[src/rtl/sample_dma_pkg.sv]
// Shared constants for sample_dma: register offsets, bit positions and engine states.
package sample_dma_pkg;

    localparam logic [4:0] REG_CTRL   = 5'h00;
    localparam logic [4:0] REG_BASE   = 5'h04;
    localparam logic [4:0] REG_SIZE   = 5'h08;
    localparam logic [4:0] REG_WPTR   = 5'h0C;
    localparam logic [4:0] REG_STATUS = 5'h10;
    localparam logic [4:0] REG_COUNT  = 5'h14;

    localparam int CTRL_ENABLE = 0;
    localparam int CTRL_RING   = 1;
    localparam int CTRL_CLEAR  = 2;

    localparam int STAT_BUSY    = 0;
    localparam int STAT_FULL    = 1;
    localparam int STAT_WRAPPED = 2;

    typedef enum logic {
        IDLE  = 1'b0,
        WRITE = 1'b1
    } state_t;

endpackage

[src/rtl/sample_dma.sv]
// Drains the sample FIFO into an SDRAM ring/linear buffer; CPU-visible register window included.
//   state | meaning
//   IDLE  | no write outstanding; pops the FIFO when enabled, not full and data present
//   WRITE | wvalid held with stable address/data until wready; may chain the next word
module sample_dma
    import sample_dma_pkg::*;
#(
    parameter int AW = 24,
    parameter int DW = 16
) (
    input  logic          clk,
    input  logic          rst_n,
    input  logic [DW-1:0] fifo_dout,
    input  logic          fifo_empty,
    output logic          fifo_rd,
    output logic [AW-1:0] awaddr,
    output logic [DW-1:0] wdata,
    output logic          wvalid,
    input  logic          wready,
    input  logic [4:0]    waddr,
    input  logic [31:0]   wdata_reg,
    input  logic          wvalid_reg,
    input  logic [4:0]    araddr,
    input  logic          arvalid,
    output logic [31:0]   rdata,
    output logic          rvalid
);

    state_t        state, state_nxt;
    logic          enable, ring, clear_pend, full, wrapped;
    logic [AW-1:0] base, size, wptr;
    logic [31:0]   count;

    logic          ctrl_wr, clr_wr, hs, load;
    logic [AW:0]   nxt;
    logic [AW-1:0] wptr_adv, ptr_sel;
    logic          full_adv, wrapped_adv;
    logic [31:0]   count_adv;
    logic [31:0]   rd_mux;
    logic          unused_wdata;

    assign unused_wdata = ^wdata_reg[31:AW];
    assign ctrl_wr      = wvalid_reg && (waddr == REG_CTRL);
    assign clr_wr       = ctrl_wr && wdata_reg[CTRL_CLEAR];
    assign hs           = (state == WRITE) && wready;
    assign fifo_rd      = load;

    // Pointer/status update applied at a handshake; a pending clear replaces the advance.
    always_comb begin
        wptr_adv    = wptr;
        full_adv    = full;
        wrapped_adv = wrapped;
        count_adv   = count;
        nxt         = {1'b0, wptr} + (AW+1)'(1);
        if (clear_pend || clr_wr) begin
            wptr_adv    = '0;
            full_adv    = 1'b0;
            wrapped_adv = 1'b0;
            count_adv   = '0;
        end else begin
            if (count != '1)
                count_adv = count + 32'd1;
            if (nxt >= {1'b0, size}) begin
                if (ring) begin
                    wptr_adv    = '0;
                    wrapped_adv = 1'b1;
                end else begin
                    wptr_adv = size;
                    full_adv = 1'b1;
                end
            end else begin
                wptr_adv = nxt[AW-1:0];
            end
        end
    end

    always_comb begin
        state_nxt = state;
        load      = 1'b0;
        ptr_sel   = wptr;
        case (state)
            IDLE: begin
                if (enable && !full && (size != '0) && !fifo_empty && !clr_wr) begin
                    load      = 1'b1;
                    state_nxt = WRITE;
                end
            end
            WRITE: begin
                if (hs) begin
                    ptr_sel = wptr_adv;
                    if (enable && !full_adv && (size != '0) && !fifo_empty)
                        load = 1'b1;
                    else
                        state_nxt = IDLE;
                end
            end
            default: state_nxt = IDLE;
        endcase
    end

    always_ff @(posedge clk or negedge rst_n) begin
        if (!rst_n)
            state <= IDLE;
        else
            state <= state_nxt;
    end

    always_ff @(posedge clk or negedge rst_n) begin
        if (!rst_n) begin
            wvalid     <= 1'b0;
            awaddr     <= '0;
            wdata      <= '0;
            enable     <= 1'b0;
            ring       <= 1'b0;
            clear_pend <= 1'b0;
            full       <= 1'b0;
            wrapped    <= 1'b0;
            base       <= '0;
            size       <= '0;
            wptr       <= '0;
            count      <= '0;
        end else begin
            wvalid <= (state_nxt == WRITE);
            if (load) begin
                wdata  <= fifo_dout;
                awaddr <= base + ptr_sel;
            end
            if (hs) begin
                wptr       <= wptr_adv;
                full       <= full_adv;
                wrapped    <= wrapped_adv;
                count      <= count_adv;
                clear_pend <= 1'b0;
            end else if (clr_wr) begin
                if (state == IDLE) begin
                    wptr    <= '0;
                    full    <= 1'b0;
                    wrapped <= 1'b0;
                    count   <= '0;
                end else begin
                    clear_pend <= 1'b1;
                end
            end
            if (ctrl_wr) begin
                enable <= wdata_reg[CTRL_ENABLE];
                ring   <= wdata_reg[CTRL_RING];
            end
            if (wvalid_reg && (waddr == REG_BASE))
                base <= wdata_reg[AW-1:0];
            if (wvalid_reg && (waddr == REG_SIZE))
                size <= wdata_reg[AW-1:0];
        end
    end

    always_comb begin
        rd_mux = '0;
        case (araddr)
            REG_CTRL: begin
                rd_mux[CTRL_ENABLE] = enable;
                rd_mux[CTRL_RING]   = ring;
            end
            REG_BASE:  rd_mux = 32'(base);
            REG_SIZE:  rd_mux = 32'(size);
            REG_WPTR:  rd_mux = 32'(wptr);
            REG_STATUS: begin
                rd_mux[STAT_BUSY]    = (state != IDLE);
                rd_mux[STAT_FULL]    = full;
                rd_mux[STAT_WRAPPED] = wrapped;
            end
            REG_COUNT: rd_mux = count;
            default:   rd_mux = '0;
        endcase
    end

    always_ff @(posedge clk or negedge rst_n) begin
        if (!rst_n) begin
            rvalid <= 1'b0;
            rdata  <= '0;
        end else begin
            rvalid <= arvalid;
            if (arvalid)
                rdata <= rd_mux;
        end
    end

endmodule

[config.mk]
export PLATFORM = sky130hd
export DESIGN_NAME = sample_dma
export DESIGN_NICKNAME = d
export VERILOG_FILES = /design/src/rtl/sample_dma_pkg.sv /design/src/rtl/sample_dma.sv
export SDC_FILE = /design/constraint.sdc
export NUM_CORES = 1
export LEC_CHECK = 0
export CELL_PAD_IN_SITES_DETAIL_PLACEMENT = 1
export CELL_PAD_IN_SITES_GLOBAL_PLACEMENT = 2
export CORE_UTILIZATION = 38
export CTS_CLUSTER_DIAMETER = 150
export DETAILED_ROUTE_END_ITERATION = 16
export HOLD_SLACK_MARGIN = 0.03
export PLACE_DENSITY_LB_ADDON = 0.1
export SETUP_SLACK_MARGIN = 0.4
export SYNTH_ARGS = -nofsm -noshare
export SYNTH_HDL_FRONTEND = slang
export SYNTH_SLANG_ARGS = --single-unit
[constraint.sdc]
create_clock -name clk -period 12.6 [get_ports clk]
set_clock_uncertainty 0.05 [all_clocks]
set_input_delay 1.89 -clock clk [delete_from_list [all_inputs] [get_ports clk]]
set_output_delay 1.89 -clock clk [all_outputs]
set_load 0.01 [all_outputs]
======== Word level (Yosys, flattened, before mapping) ========
Cells that the tools add are included.
word-level totals
  bits in registers ....................... 183
  output and inout port bits .............. 75
  logic and storage cells ................. 92
cells by class
  add/subtract/negate cells ............... 3
  order comparisons ....................... 1
  equal/unequal tests ..................... 12
  mux-type cells .......................... 35
  bitwise operators ....................... 1
  reductions and logical operators ........ 26
operators by type and width
  kind                     number
  $mux W24                 8
  $mux W32                 5
  $pmux W29 S4             1
  $add A32 B1 Y32 const B  1
  $ne A32 B32 Y1 const B   1
  $add A24 B1 Y25 const B  1
  $ge A25 B24 Y1           1
  $add A24 B24 Y24         1
  $reduce_bool A24 Y1      1
  $mux W1                  17
  $eq A5 B4 Y1 const B     3
  $logic_and A1 B1 Y1      12
  $pmux W2 S6              1
  $eq A5 B3 Y1 const B     2
  $eq A5 B5 Y1 const B     2
  $logic_not A5 Y1         2
  $ne A3 B1 Y1 const B     2
  $pmux W1 S5              1
  $logic_not A1 Y1         4
  $pmux W1 S2              2
  $reduce_and A2 Y1        2
  $reduce_and A4 Y1        1
  $reduce_bool A2 Y1       2
  $ne A3 B2 Y1 const B     1
  other kinds (4)          4

======== Logic depth before layout (Yosys ltp) ========
  word-level depth ........................ 12
  gate-level depth with buffers ........... 27

======== Worst setup path after synthesis ========
Ideal clock, no wire load.
  path kind ............................... reg2reg
  start point ............................. reg wptr[0]
  end point ............................... reg awaddr[16]
  library setup time ...................... 0.104 ns
  data arrival time ....................... 6.292 ns
  required time ........................... 12.446 ns
  setup slack ............................. 6.155 ns
  stages on the path, launching flop included .. 28
  path buffers ............................ 2
  clock period less this slack ............ 6.445 ns
  cells stage by stage .................... dfrtp_1 > ha_1 > nand2_1 > nor4_2 > and4_1 > and3_1 > xor2_1 > ha_1 > a211o_1 > o211ai_1 > a21oi_1 > o41ai_2 > and3_1 > buf_2 > buf_2 > nor3_1 > o21ai_0 > o21ai_0 > ha_1 > fa_1 > a21o_1 > a21oi_1 > o21ai_0 > a21o_1 > a31o_2 > a2111oi_1 > nor3_1 > o41ai_2
on the way
  longest elaborated chain between the ends .. 11
RTL lines
  what                                                                      RTL line           RTL
  start: declaration                                                        sample_dma.sv:31   logic [AW-1:0] base, size, wptr;
  start signal: assignment                                                  sample_dma.sv:129  wptr <= wptr_adv;
  parallel branches: the longest is 11 deep, another holds $add A24 B1 Y25  -
  end signal: assignment                                                    sample_dma.sv:126  awaddr <= base + ptr_sel;
  end: declaration                                                          sample_dma.sv:16   output logic [AW-1:0] awaddr,
Parallel ways; which one is timed is not known.
A chain may end at the register's enable or synchronous reset.

======== Worst setup path in the final report ========
  start point ............................. reg wptr[0]
  end point ............................... out fifo_rd
on the way
  longest elaborated chain between the ends .. 11
RTL lines
  what                               RTL line          RTL
  $add A24 B1 Y25                    sample_dma.sv:54  nxt = {1'b0, wptr} + (AW+1)'(1);
  $ge A25 B24 Y1                     sample_dma.sv:63  if (nxt >= {1'b0, size}) begin
  $mux W1                            sample_dma.sv:63
  $mux W1                            sample_dma.sv:55  if (clear_pend || clr_wr) begin
  $logic_not A1 Y1                   sample_dma.sv:91  if (enable && !full_adv && (size != '0) && !fifo_empty)
  $logic_and A1 B1 Y1 (3 in series)  sample_dma.sv:91
  $mux W1                            sample_dma.sv:91
  $mux W1                            sample_dma.sv:89  if (hs) begin
  $pmux W1 S2                        sample_dma.sv:81  case (state)
  end: declaration                   sample_dma.sv:15  output logic fifo_rd,
No other way between the ends.

==> run_results.csv <==
group,metric,value,unit
outcome,status,"complete, no violations",
power_and_ir_drop,total_power,2070,uW
power_and_ir_drop,vdd_drop_max,0.0691,mV
placement,place_area,0.0126,mm^2
synthesis,netlist_instances,1184,
finish,multi_input_area,0.00586,mm^2
setup_path,worstPathRequired,10.66,ns
placement,dp_cells,1644,
setup_path,endpoint_kind,"primary output",
routing,drc_errors,0,
finish,fillerInstances,3256,
floorplanning,num_io_pins,139,
power_and_ir_drop,power_density,157,mW/mm^2
setup_path,path_delay_family,"simple AND/OR/NAND/NOR gates",
setup_path,path_max_fanout,43,
sta,tns,0,ns
synthesis,yosys_warnings,0,
setup_path,worst-path-stages,16,
routing,dr.pass1.iters,5,
floorplanning,start_util,39.0,%
setup_path,max_stage_delay,0.64,ns
sta,fin_crit,7.95,ns
clock_tree,post-cts-setup-buffers,0,
global_routing,grt_usage,24.4,%
sta,whs,0.437,ns
floorplanning,coreArea,0.0281,mm^2
finish,drive_above_1_share,9.09,%
clock_tree,clk_latency,0.45,ns
global_routing,grt_overflow,0,
clock_tree,clk_pin_slew_worst_paths,0.08,ns
finish,reg_top3,"count (32), rdata (32)",
setup_path,worstSetupPathType,"flop to primary output",
floorplanning,dieHeight,172,um
synthesis,ys_seq_area_share,41.8,%
routing,via_per_inst,5.53,
power_and_ir_drop,seq_power_share,39.2,%
setup_path,path_buf_inv,3,
power_and_ir_drop,leakagePower,0.00596,uW
synthesis,syn-num-nets,1298,
floorplanning,die_w,172,um
power_and_ir_drop,internal_power,1300,uW
setup_path,path_common_cell,"ha_1",
min_path,hold_path_class,"flop to flop",
routing,ant_nets,0,
finish,fin_cells,1676,
sta,maxSlewHeadroom,30.0,%
flow_run,drv_cap,0,
global_routing,first_global_vias,9494,
power_and_ir_drop,switching_share,37.4,%
sta,slew_violations,0,
placement,port_buffers,130,
power_and_ir_drop,comb_power_share,33.4,%
global_routing,grt_max_degree,108,
sta,finalHoldViolCount,0,
global_routing,grt_pass1_wl,54800,um
floorplanning,dieArea,0.0295,mm^2
synthesis,syn-cell-area,0.0109,mm^2
synthesis,synth.distinct_cells,68,
finish,area_delta_synth_final,20.6,%
clock_tree,post_cts_resized,0,
synthesis,ys_ff_latch,183,
setup_path,arrival,6.01,ns
setup_path,start_kind,"flop",
finish,antenna_cells,0,
routing,drt-initial-drc-count,505,
clock_tree,htreeDepth,4,
finish,nets,1399,
finish,final_area,0.0132,mm^2
setup_path,r2r_cells,25,
sta,fmax,126,MHz
global_routing,antenna_found_initial,0,
power_and_ir_drop,p_switching,775,uW
clock_tree,numCtsBuffers,17,
routing,vias,9262,
power_and_ir_drop,p_clk_share,27.4,%
routing,wire_per_inst,20.5,um
synthesis,synth_edf_count,0,
synthesis,ys_async_sr_fraction,100,%
clock_tree,ctsHoldBuffers,0,
floorplanning,std_cell_rows,61,
clock_tree,cts.sinks,183,
min_path,worst_hold_path.num_cells,1,
routing,wirelength,34400,um
sta,worst_slew_pin_slew,1.05,ns
setup_path,crit_slowest_cell,"clkdlybuf4s50_1",
finish,register_area,0.00458,mm^2
synthesis,syn_avg_cell_area,9.24,um^2
sta,rsz0062_at_grt,"no",
synthesis,ys.flop_type,"dfrtp_1",
placement,place_hpwl,25200,um
sta,finalCritPeriodShare,63.1,%
setup_path,crit_path_cell_trace,"ha_1 -> nand2_1 -> nor4_2 -> and4_1 -> and3_1 -> xor2_1 -> ha_1 -> a211o_1 -> o211ai_1 -> a21oi_1 -> o41ai_2 -> a311oi_1 -> nand2b_1 -> buf_4 -> inv_2 -> clkdlybuf4s50_1",
clock_tree,cts_tree,"yes",
sta,finalSetupViolCount,0,
clock_tree,clk_path_buf_depth,2,
placement,gp_congestion,0.853,
clock_tree,root_buffer,"clkbuf_16",
[Yosys cell counts, types with 8 or more instances]
master,instances,area (um^2)
a221oi_1,24,210
o31ai_1,11,82.6
clkbuf_1,52,195
o21a_1,9,67.6
and2_1,19,119
a21o_1,16,120
a21oi_1,36,180
mux2i_1,31,310
ha_1,49,613
o21ai_0,77,385
mux2_2,48,541
nor2_1,87,327
nand2_1,152,571
xnor2_1,25,219
dfrtp_1,183,4580
nand3_1,35,175
nor4_1,10,62.6
inv_1,74,278
nand4_1,19,119
mux2_1,19,214
nand2b_1,8,50.1
nor3_1,28,140
and4_1,10,87.6
o22ai_1,23,144
xor2_1,29,254
and3_1,14,87.6
or3_1,8,50.1
[worst paths after layout]
check                      slack (ns)                  from                      to
min                              0.44  wdata[6]$_DFFE_PN0P_    wdata[6]$_DFFE_PN0P_
max in group asynchronous        9.44                 rst_n        ring$_DFFE_PN0P_
max                              4.65   wptr[0]$_DFFE_PN0P_                 fifo_rd
min in group asynchronous        1.48                 rst_n   wdata[10]$_DFFE_PN0P_
min reg2reg                      0.44  wdata[6]$_DFFE_PN0P_    wdata[6]$_DFFE_PN0P_
max reg2reg                      4.87   wptr[0]$_DFFE_PN0P_  awaddr[16]$_DFFE_PN0P_
[logic make-up after synthesis]
family / count (synthesis) / share of synthesized area [%]
AOI/OAI and AO/OA: 248 / 15.2
xor gates and xnor gates: 54 / 4.32
adders and majority gates: 50 / 5.78
buffers and inverters: 136 / 4.80
DFF: 183 / 41.8
muxes: 98 / 9.73
and+or+nand+nor: 415 / 18.3
[per-stage QoR]
stage	util, %	setup WS, ns
after floorplan	-	6.15
after detailed placement	44.8	4.82
after global placement	44.8	4.84
after CTS	47.0	4.55
final	47.0	4.65
after global routing	47.0	4.24
[layout by cell type (no fill, tap or decap), types with 23 or more instances in the layout]
| cell | instances |
|---|---|
| a21oi_1 | 36 |
| a221oi_1 | 24 |
| clkdlybuf4s50_1 | 128 |
| dfrtp_1 | 183 |
| ha_1 | 49 |
| inv_1 | 74 |
| mux2_2 | 48 |
| mux2i_1 | 31 |
| nand2_1 | 152 |
| nand3_1 | 33 |
| nor2_1 | 87 |
| nor3_1 | 28 |
| o21ai_0 | 77 |
| o22ai_1 | 23 |
| xnor2_1 | 25 |
| xor2_1 | 29 |
[routing by layer]
| layer | global-route usage (%) | vias to the layer above | share of wire (%) |
|---|---|---|---|
| li1 | - | 4391 | - |
| met1 | 34.5 | 4696 | 48 |
| met2 | 40.0 | 158 | 48 |
| met3 | 3.27 | 17 | 3.2 |
| met4 | 4.39 | 0 | 0.84 |
| met5 | 0 | - | 0 |
[final cells by class]
type | count | area share, %
multi-input combinational | 865 | 44.4
sequential | 183 | 34.7
clock inverter | 15 | 1.44
timing repair buffer | 143 | 10.6
inverter | 75 | 2.13
tap | 378 | 3.58
clock buffer | 17 | 3.22
[power by group through the flow]
stage	sequential, uW	clock, uW	combinational, uW
finish	812	568	692
global route	828	601	767
CTS	812	583	702
detailed placement	822	0	695
global placement	818	0	683
floorplan	807	0	388
No activity file was read; power rests on OpenSTA's default activity.
==> edit: new RTL, config.mk and constraints unchanged <==
Set the parameter `DW` to 24 (it was 16).
--- a/src/rtl/sample_dma.sv
+++ b/src/rtl/sample_dma.sv
@@ -6,7 +6,7 @@
     import sample_dma_pkg::*;
 #(
     parameter int AW = 24,
-    parameter int DW = 16
+    parameter int DW = 24
 ) (
     input  logic          clk,
     input  logic          rst_n,
Ports: changed (resized fifo_dout and wdata); port bits go from 139 to 155. The function was not compared with the original's and may differ.
==> edit against the original RTL <==
Worst setup slack got worse by 86 ps. Count of clock-buffer cells in the layout grew 1. Power grew 18%. Routed wire length down 1.8%. Sequential share of layout area increased by 0.62 points. Area after synthesis rose by 1.6%. Cell area increased by 2.5%. Die area rose by 1.6%. Sequential cell count is 8 higher. Register-to-register slack gained 400 ps. Critical path depth is 7 lower. Highest routed layer unchanged.
==> edit: results (changes against the original RTL) <==
Run status
  • Run status: complete, no violations

Pwr
  • Pleak: 6.11 nW (+2.5%)
  • Pwr/cell area: 180 nW/um^2 (+15%)
  • Comb. pwr: 0.978 mW (+41%)
  • Clock Power Share: 0.227 (-0.047)

CTS
  • Root Driver: clkbuf_16

Synthesis
  • Library cells used by synthesis: 64 (-5.9%)
  • Synthesized Nets: 1340 (+3.2%)
  • Synth top cells by count: nand2_1, dfrtp_1, nor2_1
  • Register area share after synthesis: 0.430 (+0.0114)
  • Area contributors post-synth: dfrtp_1, nand2_1, ha_1

Placed design
  • HPWL Detailed: 25000 um (-0.64%)
  • Pre-CTS WS: 4530 ps (-291 ps)
  • Final Wtd Congestion: 0.844 (-1.0%)
  • Port Buf Inserts: 146 (+12%)

GRT
  • Global Route Usage Sum: 0.235 (-0.00971)
  • Largest net degree at the start of global routing: 118 (+9.3%)
  • Vias in the first global route: 9812 (+3.3%)

Critical path
  • Worst EP arrival: 6100 ps (+90 ps)
  • Worst path top cell family by delay: buffers and inverters
  • Critical path's slowest cell: inv_2
  • CP Max Fanout: 55 (+28%)
  • Largest stage delay, worst path: 730 ps (+90 ps)
  • R2R cell count: 24 (-4.0%)

Cells and area
  • Layout cells sized above 1: 0.0902 (-0.000739)
  • # nets final: 1462 (+4.5%)

Hold path
  • Hold path depth: 2 (+1)

Detailed routing
  • Drt total wl: 33800 um (-1.8%)
  • Drt initial violations: 572 (+13%)
-- edit: worst paths after layout --
| kind | startpoint | slack, ps | end |
|---|---|---|---|
| min in group asynchronous | rst_n | 1500 | rdata[28]$_DFFE_PN0P_ |
| worst max register to register | wptr[0]$_DFFE_PN0P_ | 5270 | awaddr[22]$_DFFE_PN0P_ |
| worst min register to register | wdata[14]$_DFFE_PN0P_ | 420 | wdata[14]$_DFFE_PN0P_ |
| worst min-delay path | wdata[14]$_DFFE_PN0P_ | 420 | wdata[14]$_DFFE_PN0P_ |
| worst max-delay path | waddr[1] | 4560 | fifo_rd |
| max in group asynchronous | rst_n | 9380 | wdata[8]$_DFFE_PN0P_ |
-- edit: cells by family after synthesis --
logic type,count (synthesis),share of synthesized area
AOI/OAI and AO/OA,224,0.133
xor gates and xnor gates,58,0.0457
adders and majority gates,50,0.0569
buffers and inverters,131,0.0479
DFF,191,0.430
muxes,99,0.0952
and+or+nand+nor,465,0.192
-- edit: per-layer routing --
metal | wire (um) | part of all wire | global-route usage | vias up
met1 | 15700 | 0.47 | 0.318 | 4679
li1 | - | - | - | 4490
met5 | 0 | 0 | 0 | -
met3 | 931 | 0.028 | 0.0306 | 39
met4 | 833 | 0.025 | 0.0793 | 0
met2 | 16300 | 0.48 | 0.388 | 149
-- edit: cell type report --
| type | count | area (um^2) |
|---|---|---|
| multi-input combinational | 896 | 5820 |
| tap | 384 | 480 |
| sequential | 191 | 4780 |
| fill | 3287 | 15200 |
| clock inverter | 14 | 176 |
| clock buffer | 18 | 429 |
| timing repair buffer | 162 | 1580 |
| inverter | 72 | 270 |
-- edit: per-stage QoR --
step / area, um^2 / std cells
after floorplan: 11100 / 1218
after global placement: 12900 / 1705
after detailed placement: 12900 / 1705
after CTS: 13500 / 1737
after global routing: 13500 / 1737
final: 13500 / 1737
